File: config.mk
export PLATFORM = sky130hd
export DESIGN_NAME = mem_arbiter
export DESIGN_NICKNAME = d
export VERILOG_FILES = /design/src/rtl/mips_pkg.sv /design/src/rtl/arb_pick.sv /design/src/rtl/mem_arbiter.sv
export SDC_FILE = /design/constraint.sdc
export NUM_CORES = 1
export LEC_CHECK = 0
export BUFFER_PORTS_ARGS = -buffer_cell sky130_fd_sc_hd__buf_2
export CORE_MARGIN = 1
export CORE_UTILIZATION = 41
export CTS_BUF_LIST = sky130_fd_sc_hd__clkbuf_8 sky130_fd_sc_hd__clkbuf_16
export DETAILED_ROUTE_END_ITERATION = 7
export HOLD_SLACK_MARGIN = 0.03
export PLACE_DENSITY = 0.73
export SLEW_MARGIN = 5
export SYNTH_ARGS = -nofsm -noshare
export SYNTH_HDL_FRONTEND = slang
export SYNTH_SLANG_ARGS = --single-unit
File: constraint.sdc
create_clock -name clk -period 4.1 [get_ports clk]
set_clock_uncertainty 0.15 [all_clocks]
set_input_delay 0.205 -clock clk [delete_from_list [all_inputs] [get_ports clk]]
set_output_delay 0.205 -clock clk [all_outputs]
set_load 0.005 [all_outputs]
File: src/rtl/mips_pkg.sv
// ---------------------------------------------------------------------------
// mips_pkg
//   Shared types and constants for the MIPS memory subsystem.
//
//   arb_state_t : states of the unified-memory arbiter FSM
//   PORT_C      : port id of the MIPS core requester
//   PORT_D      : port id of the debug / program-loader requester
//   CNT_W       : width of the wait-state counter (WAIT is 0..15)
// ---------------------------------------------------------------------------
package mips_pkg;

    typedef enum logic [1:0] {
        IDLE   = 2'd0,
        ACCESS = 2'd1,
        RESP   = 2'd2
    } arb_state_t;

    localparam logic PORT_C = 1'b0;
    localparam logic PORT_D = 1'b1;

    localparam int CNT_W = 4;

endpackage : mips_pkg

File: src/rtl/arb_pick.sv
// ---------------------------------------------------------------------------
// arb_pick
//   Combinational two-way winner select. Kept stand-alone so the same picker
//   can later arbitrate a split I-cache / D-cache pair.
//
//   Parameters:
//     RR          1 = round-robin on a tie, 0 = fixed priority (port C wins)
//   Ports:
//     c_req       in   request from port C
//     d_req       in   request from port D
//     last_grant  in   port id that won the previous grant
//     any_req     out  at least one request is pending
//     winner      out  port id that wins this evaluation (valid if any_req)
// ---------------------------------------------------------------------------
module arb_pick
    import mips_pkg::*;
#(
    parameter int RR = 1
) (
    input  logic c_req,
    input  logic d_req,
    input  logic last_grant,
    output logic any_req,
    output logic winner
);

    // NOTE: every signal assigned in an always_comb gets a default first, so
    // no path through the block can leave it unassigned and infer a latch.
    always_comb begin
        any_req = c_req | d_req;
        winner  = PORT_C;
        if (c_req && d_req) begin
            // On a tie, round-robin hands the grant to whoever did not win
            // last time; fixed priority always favours the core.
            winner = (RR != 0) ? ~last_grant : PORT_C;
        end else if (d_req) begin
            winner = PORT_D;
        end
    end

endmodule : arb_pick

File: src/rtl/mem_arbiter.sv
// ---------------------------------------------------------------------------
// mem_arbiter
//   Shares the single unified memory port between the MIPS core (port C) and
//   the debug / program-loader port (port D). One transaction at a time is
//   serialised through an IDLE -> ACCESS -> RESP FSM; ACCESS lasts WAIT+1
//   cycles and the single write strobe is issued in its final cycle.
//
//   Parameters:
//     N      address / data width
//     WAIT   extra memory access cycles per transaction (0..15)
//     RR     1 = round-robin arbitration, 0 = fixed priority (port C wins)
//   Ports:
//     clk, reset            clock (rising edge), async active-high reset
//     c_req/c_we/c_addr/c_wdata  core request and operands
//     c_ack, c_rdata        core completion pulse and read data
//     d_req/d_we/d_addr/d_wdata  loader request and operands
//     d_ack, d_rdata        loader completion pulse and read data
//     mem_we/mem_addr/mem_wdata  memory write strobe, address, write data
//     mem_rdata             memory read data, combinational from mem_addr
//     busy                  FSM is not in IDLE
//     grant_id              owner of the current / last transaction
// ---------------------------------------------------------------------------
module mem_arbiter
    import mips_pkg::*;
#(
    parameter int N    = 32,
    parameter int WAIT = 0,
    parameter int RR   = 1
) (
    input  logic         clk,
    input  logic         reset,

    input  logic         c_req,
    input  logic         c_we,
    input  logic [N-1:0] c_addr,
    input  logic [N-1:0] c_wdata,
    output logic         c_ack,
    output logic [N-1:0] c_rdata,

    input  logic         d_req,
    input  logic         d_we,
    input  logic [N-1:0] d_addr,
    input  logic [N-1:0] d_wdata,
    output logic         d_ack,
    output logic [N-1:0] d_rdata,

    output logic         mem_we,
    output logic [N-1:0] mem_addr,
    output logic [N-1:0] mem_wdata,
    input  logic [N-1:0] mem_rdata,

    output logic         busy,
    output logic         grant_id
);

    localparam logic [CNT_W-1:0] WAIT_CNT = CNT_W'(WAIT);

    arb_state_t       state_q,   state_d;
    logic [CNT_W-1:0] cnt_q,     cnt_d;
    logic             last_q,    last_d;
    logic             grant_q,   grant_d;
    logic             we_q,      we_d;
    logic [N-1:0]     addr_q,    addr_d;
    logic [N-1:0]     wdata_q,   wdata_d;
    logic [N-1:0]     c_rdata_q, c_rdata_d;
    logic [N-1:0]     d_rdata_q, d_rdata_d;

    logic             any_req;
    logic             pick;

    arb_pick #(
        .RR         (RR)
    ) u_pick (
        .c_req      (c_req),
        .d_req      (d_req),
        .last_grant (last_q),
        .any_req    (any_req),
        .winner     (pick)
    );

    // -----------------------------------------------------------------------
    // State register
    // -----------------------------------------------------------------------
    // NOTE: sequential state uses non-blocking assignments so every flop
    // samples its _d value from before the edge, independent of block order.
    // NOTE: the operand and read-data registers are reset as well, because
    // mem_addr, mem_wdata and both rdata outputs must read 0 out of reset.
    always_ff @(posedge clk or posedge reset) begin
        if (reset) begin
            state_q   <= IDLE;
            cnt_q     <= '0;
            last_q    <= PORT_D;   // so port C wins the first tie
            grant_q   <= PORT_C;
            we_q      <= 1'b0;
            addr_q    <= '0;
            wdata_q   <= '0;
            c_rdata_q <= '0;
            d_rdata_q <= '0;
        end else begin
            state_q   <= state_d;
            cnt_q     <= cnt_d;
            last_q    <= last_d;
            grant_q   <= grant_d;
            we_q      <= we_d;
            addr_q    <= addr_d;
            wdata_q   <= wdata_d;
            c_rdata_q <= c_rdata_d;
            d_rdata_q <= d_rdata_d;
        end
    end

    // -----------------------------------------------------------------------
    // Next-state and datapath-update logic
    // -----------------------------------------------------------------------
    always_comb begin : next_state
        state_d   = state_q;
        cnt_d     = cnt_q;
        last_d    = last_q;
        grant_d   = grant_q;
        we_d      = we_q;
        addr_d    = addr_q;
        wdata_d   = wdata_q;
        c_rdata_d = c_rdata_q;
        d_rdata_d = d_rdata_q;

        unique case (state_q)
            IDLE: begin
                if (any_req) begin
                    // Operands are captured here so the requester may change
                    // them freely once the grant has been taken.
                    state_d = ACCESS;
                    grant_d = pick;
                    last_d  = pick;
                    cnt_d   = WAIT_CNT;
                    if (pick == PORT_D) begin
                        we_d    = d_we;
                        addr_d  = d_addr;
                        wdata_d = d_wdata;
                    end else begin
                        we_d    = c_we;
                        addr_d  = c_addr;
                        wdata_d = c_wdata;
                    end
                end
            end

            ACCESS: begin
                if (cnt_q != '0) begin
                    cnt_d = cnt_q - CNT_W'(1);
                end else begin
                    // Last access cycle: the write strobe is active now and
                    // the memory's read data is sampled into the winner's
                    // register (pre-write contents for a write).
                    state_d = RESP;
                    if (grant_q == PORT_D) begin
                        d_rdata_d = mem_rdata;
                    end else begin
                        c_rdata_d = mem_rdata;
                    end
                end
            end

            RESP: begin
                state_d = IDLE;
            end

            default: begin
                state_d = IDLE;
            end
        endcase
    end

    // -----------------------------------------------------------------------
    // Outputs (decoded from registered state only)
    // -----------------------------------------------------------------------
    always_comb begin : outputs
        busy      = (state_q != IDLE);
        c_ack     = (state_q == RESP) && (grant_q == PORT_C);
        d_ack     = (state_q == RESP) && (grant_q == PORT_D);
        // Strobe only in the final ACCESS cycle: one write pulse per write,
        // however many wait states are configured.
        mem_we    = (state_q == ACCESS) && we_q && (cnt_q == '0);
        mem_addr  = addr_q;
        mem_wdata = wdata_q;
        c_rdata   = c_rdata_q;
        d_rdata   = d_rdata_q;
        grant_id  = grant_q;
    end

endmodule : mem_arbiter
# Word level (Yosys, flattened, before mapping)
# Cells that the tools add are included.
# Widths: inputs -> output; s select.
dict set report word_totals {
  reg_bits 137
  output_inout_bits 133
}
dict set report op_classes {
  addsub 1
  eq_ne 5
  muxes 11
  bitwise_logic 4
  reduce_logical 15
}
# operator count
set ops {}
lappend ops {{$mux 32} 2}
lappend ops {{$reduce_and 3->1} 3}
lappend ops {{$mux 4} 2}
lappend ops {{$pmux 4 s2} 1}
lappend ops {{$ne 2x2->1 const B} 3}
lappend ops {{$logic_and 1x1->1} 5}
lappend ops {{$logic_not 4->1} 1}
lappend ops {{$mux 2} 2}
lappend ops {{$pmux 2 s2} 1}
lappend ops {{$reduce_and 2->1} 2}
lappend ops {{$reduce_bool 2->1} 2}
lappend ops {{$reduce_bool 4->1} 1}
lappend ops {{$sub 4x1->4 const B} 1}
lappend ops {{$mux 1} 3}
lappend ops {{$not 1->1} 3}
lappend ops {{$eq 2x1->1 const B} 1}
lappend ops {{$eq 2x2->1 const B} 1}
lappend ops {{$logic_not 2->1} 1}
lappend ops {{$or 1x1->1} 1}

# Logic depth before layout (Yosys ltp)
dict set report logic_depth {
  depth_word 3
  mapped_depth 7
  mapped_depth_nobuf 5
}

# By module
# Synthesis repeated with hierarchy kept, for this count alone.
dict set report unflattened {
  cells_unflattened 462
  area_unflattened_um2 5869.4
}
# mod n_inst cells_per_inst area_each_um2 seq_area_each_um2
set modules_own_cells {}
lappend modules_own_cells {mem_arbiter 1 460 5855.6 3429.5}
lappend modules_own_cells {arb_pick 1 2 13.8 0.0}

# Worst setup path before layout
# Ideal clock, no wire load.
dict set report synth_path {
  path_type {reg2reg}
  start {register cnt_q[0]}
  end {register c_rdata_q[0], in the netlist c_rdata[0]}
  setup_time_ns 0.125
  arrival_time_ns 1.716
  slack_ns 2.109
  stages_incl_launch_ff 8
  n_path_buf 2
  synth_period_minus_slack_ns 1.991
  cell_sequence {dfrtp_1 -> inv_1 -> ha_1 -> nand2b_1 -> or4_1 -> buf_2 -> buf_6 -> mux2_4}
}
dict set report synth_between {
  elab_chain_len 3
}
# element line
set synth_lines {}
lappend synth_lines {{start, declared} mem_arbiter.sv:59} ;# logic [CNT_W-1:0] cnt_q, cnt_d;
lappend synth_lines {{start signal, assigned} mem_arbiter.sv:101} ;# cnt_q <= cnt_d;
lappend synth_lines {{$reduce_bool 4->1} mem_arbiter.sv:148} ;# if (cnt_q != '0) begin
lappend synth_lines {{$not 1->1 (no source line)} n/a}
lappend synth_lines {{$reduce_and 3->1 (no source line)} n/a}
lappend synth_lines {{end signal, assigned} mem_arbiter.sv:107} ;# c_rdata_q <= c_rdata_d;
lappend synth_lines {{end, declared} mem_arbiter.sv:65} ;# logic [N-1:0] c_rdata_q, c_rdata_d;
# No other way between the ends.
# A chain may end at the register's enable or synchronous reset.

# Worst setup path after layout
dict set report layout_path {
  start {input port c_req}
  end {register addr_q[2], in the netlist mem_addr[2]}
}
dict set report layout_between {
  elab_chain_len 3
  word_cells_on_any_way 5
  cone_classes {mux: 2; bitwise: 1; reduce/logical: 2}
}
# element line
set layout_lines {}
lappend layout_lines {{start, declared} mem_arbiter.sv:33} ;# input logic c_req,
lappend layout_lines {{$logic_and 1x1->1} arb_pick.sv:32} ;# if (c_req && d_req) begin
lappend layout_lines {{$mux 1} arb_pick.sv:32}
lappend layout_lines {{$mux 32} mem_arbiter.sv:135} ;# if (pick == PORT_D) begin
lappend layout_lines {{end signal, assigned} mem_arbiter.sv:105} ;# addr_q <= addr_d;
lappend layout_lines {{end, declared} mem_arbiter.sv:63} ;# logic [N-1:0] addr_q, addr_d;
# Several ways; a longest one is shown, not always the timed one.

==> metrics.md <==
| Metric | Value |
|---|---|
| Sequential area share after synthesis | `57.6%` |
| Post-route cell area | `9840 µm²` |
| Number of global-route vias before repair | `6403` |
| Most used cell, CP | `dlygate4sd3_1` |
| DP Worst Slack | `1.45 ns` |
| CP Capture Type | `register` |
| Placed Instance Area | `7560 µm²` |
| WP data arrival | `3.09 ns` |
| Post-synth EDFFs | `0` |
| Slew Limit Fails | `0` |
| Post-CTS Setup Inserts | `0` |
| Async set-reset flop share out of synthesis | `100%` |
| FP Rows | `43` |
| Routed Antenna Nets | `0` |
| FF+latch area | `3430 µm²` |
| Synth Area in Compound Gates | `13.7%` |
| FF-to-FF setup slack | `1.23 ns` |
| R2r worst-path depth | `5` |
| Critical Path Start Type | `primary input` |
| Skew-Pair Late Insertion Delay | `0.41 ns` |
| First-pass GRT wire length | `31700 µm` |
| Syn_nets | `713` |
| Leak | `0.00472 µW` |
| Largest family of logic cells by synthesized area | `multiplexers` |
| WL/cell | `17.4 µm` |
| Final net count | `1159` |
| Number of max-cap violations | `0` |
| TritonCTS clock tree | `yes` |
| Core area | `14000 µm²` |
| Hold Path Stages | `1` |
| Cells after DPL | `987` |
| Simple-gate share of the synthesized area | `10.3%` |
| Total track usage | `27.7%` |
| RSZ-0062 raised after global routing | `no` |
| Reg-to-Reg End | `mem_wdata[13]$_DFFE_PP0P_` |
| H-tree depth | `4` |
| CP Cell Sequence | `dlygate4sd3_1 > buf_2 > a21boi_4 > buf_4 > nand2_1 > a31oi_1 > dlygate4sd3_1` |
| Fin cells | `1184` |
| Worst Path Max Fanout | `33` |
| Top FF cell, synth | `dfrtp_1` |
| Status | `finished, final reports clean` |
| Num CTS Buffers | `17` |
| Crit path kind | `primary input to register` |
| Commonest cells after routing, fill and taps aside | `buf_2, dlygate4sd3_1, dfrtp_1, nand2_1, a21oi_1` |
| Crit path largest cell delay | `0.73 ns` |
| Post-synthesis instance total | `545` |
| Mapped cell area | `5950 µm²` |
| Count of final hold-check violations | `0` |
| Count of different cell masters after synthesis | `38` |
| Initial Util | `42.4%` |
| PwrDens | `746 nW/µm²` |
| Synth warnings | `0` |
| Fill cells | `945` |
| Root buf cell | `clkbuf_16` |
| Setup-failing EPs final | `0` |
| Multi-input logic area | `2330 µm²` |
| Highest-delay cell along the critical path | `a21boi_4` |
| Die Span X | `122 µm` |
| Port buffer count | `298` |
| Detailed Routing Iterations Pass 1 | `6` |
| Final worst-path cycle share | `70.7%` |
| Hold Path Class | `register to register` |
| DRC | `0` |
| Setup TNS | `0 ns` |
| Clk sinks | `137` |
| Gpl congestion | `0.774` |
| Post-Route WL | `20600 µm` |
| Most common cell after layout, fill and taps aside | `buf_2` |
| Layout area overhead | `65.4%` |
| DRT iter0 DRCs | `335` |
| Fmax achieved | `345 MHz` |
| Total number of vias | `6242` |
| IO Count | `299` |
| Worst slew margin | `28.8%` |
| Hold Startpoint | `d_rdata[30]$_DFFE_PP0P_` |
| Largest net degree at the start of global routing | `90` |
| CTS max path bufs | `2` |
| Seq cells post-synth | `137` |
| DR vias/cell | `5.27` |
| Hold EP | `d_rdata[30]$_DFFE_PP0P_` |
| Tmin final | `2.90 ns` |
| Req. time, crit path | `4.29 ns` |
| Worst-Margin Slew | `1.07 ns` |
| Initial antenna violation count | `0` |
| Worst setup margin | `1.20 ns` |
| Finished Core Util | `70.1%` |
| Adder-Cell Fraction of Synth Area | `0.421%` |
| Post-DP HPWL | `11000 µm` |
| Die area | `15000 µm²` |
| Gr ovfl total | `0` |
| Die extent in y | `122 µm` |
| Post-synthesis mux area share | `14.2%` |
| Share of cells above drive strength 1 | `40.8%` |
| Synth Area in XOR/XNOR | `0%` |
| Syn_area_per_cell | `10.9 µm²` |
| Number of diodes | `0` |
| Max VDD drop | `0.445 mV` |
| FF-to-FF Start | `last_q$_DFFE_PP1P_` |
| Clock-pin transition on the worst setup and hold timing paths | `0.06 ns` |
## synthesized netlist by cell type (2+ instances only)
| cell | n | area (µm²) |
|---|---|---|
| nand2_1 | 131 | 492 |
| mux2_4 | 30 | 450 |
| nor3_1 | 2 | 10.0 |
| buf_2 | 8 | 40.0 |
| dfrtp_1 | 136 | 3400 |
| buf_1 | 4 | 15.0 |
| a21oi_1 | 67 | 335 |
| inv_1 | 6 | 22.5 |
| ha_1 | 2 | 25.0 |
| buf_6 | 3 | 33.8 |
| a31oi_1 | 66 | 413 |
| nor3b_1 | 3 | 22.5 |
| o21ai_0 | 2 | 10.0 |
| clkbuf_1 | 29 | 109 |
| mux2_2 | 32 | 360 |
| mux2_1 | 2 | 22.5 |
## cell type report
type / count / share of cell area, %
timing repair buffer: 471 / 32.5
clock buffer: 17 / 4.32
multi-input combinational: 358 / 23.7
clock inverter: 15 / 2.03
inverter: 6 / 0.280
sequential: 137 / 34.8
tap: 180 / 2.29
## logic make-up (layout without fill, tap and decap cells)
logic type / after synthesis / in the layout
and+or+nand+nor: 149 / 149
DFF: 137 / 137
adders and majority gates: 2 / 2
buffers and inverters: 50 / 509
AOI/OAI and AO/OA: 142 / 142
muxes: 65 / 65
## per-layer routing
metal | track usage [%] | vias up | wire [µm] | part of all wire, %
li1 | - | 2810 | - | -
met1 | 31.1 | 3025 | 7870 | 38
met2 | 48.1 | 343 | 10500 | 51
met3 | 7.81 | 64 | 1570 | 7.6
met4 | 13.3 | 0 | 718 | 3.5
met5 | 0 | - | 0 | 0
## through the flow
| step | total power, µW | hold slack (ns) |
|---|---|---|
| after global placement | 4860 | 0.274 |
| after global routing | 7780 | 0.358 |
| after CTS | 7220 | 0.332 |
| after detailed placement | 4930 | 0.281 |
| final | 7340 | 0.328 |
| after floorplan | 3840 | 0.118 |
## worst max-delay path by stage
stage,from,end,depth (start not counted)
finish,c_req,mem_addr[2]$_DFFE_PP0P_,7
global route,last_q$_DFFE_PP1P_,mem_wdata[13]$_DFFE_PP0P_,5
CTS,last_q$_DFFE_PP1P_,mem_wdata[4]$_DFFE_PP0P_,5
detailed placement,cnt_q[0]$_DFFE_PP0P_,c_rdata[0]$_DFFE_PP0P_,5
global placement,cnt_q[0]$_DFFE_PP0P_,c_rdata[26]$_DFFE_PP0P_,5
floorplan,reset,c_rdata[0]$_DFFE_PP0P_,1
## timing repair
| action | CTS | global route |
|---|---|---|
| endpoints found under the setup margin | 0 | 0 |
| resized for setup | 0 | 0 |
| hold endpoints to repair | 216 | 0 |
| hold buffers | 165 | 0 |
## power breakdown
part           internal, µW  switching [µW]  leakage [µW]
combinational          1860            1430       0.00284
sequential             2040             394       0.00158
clock                  1020             598      0.000301
## critical path, delay by kind of cell
kind            cells  cell delay, ns
compound gates      2            0.96
buf+inv             4            1.79
simple gates        1            0.12
## flip-flops by register name, summed over array words and instances, names as in the netlist
signal     count
last_q         1
grant_id       1
mem_addr      32
mem_wdata     32
d_rdata       32
c_rdata       32
cnt_q          4
state_q        2
we_q           1
No activity file was read; power rests on OpenSTA's default activity.
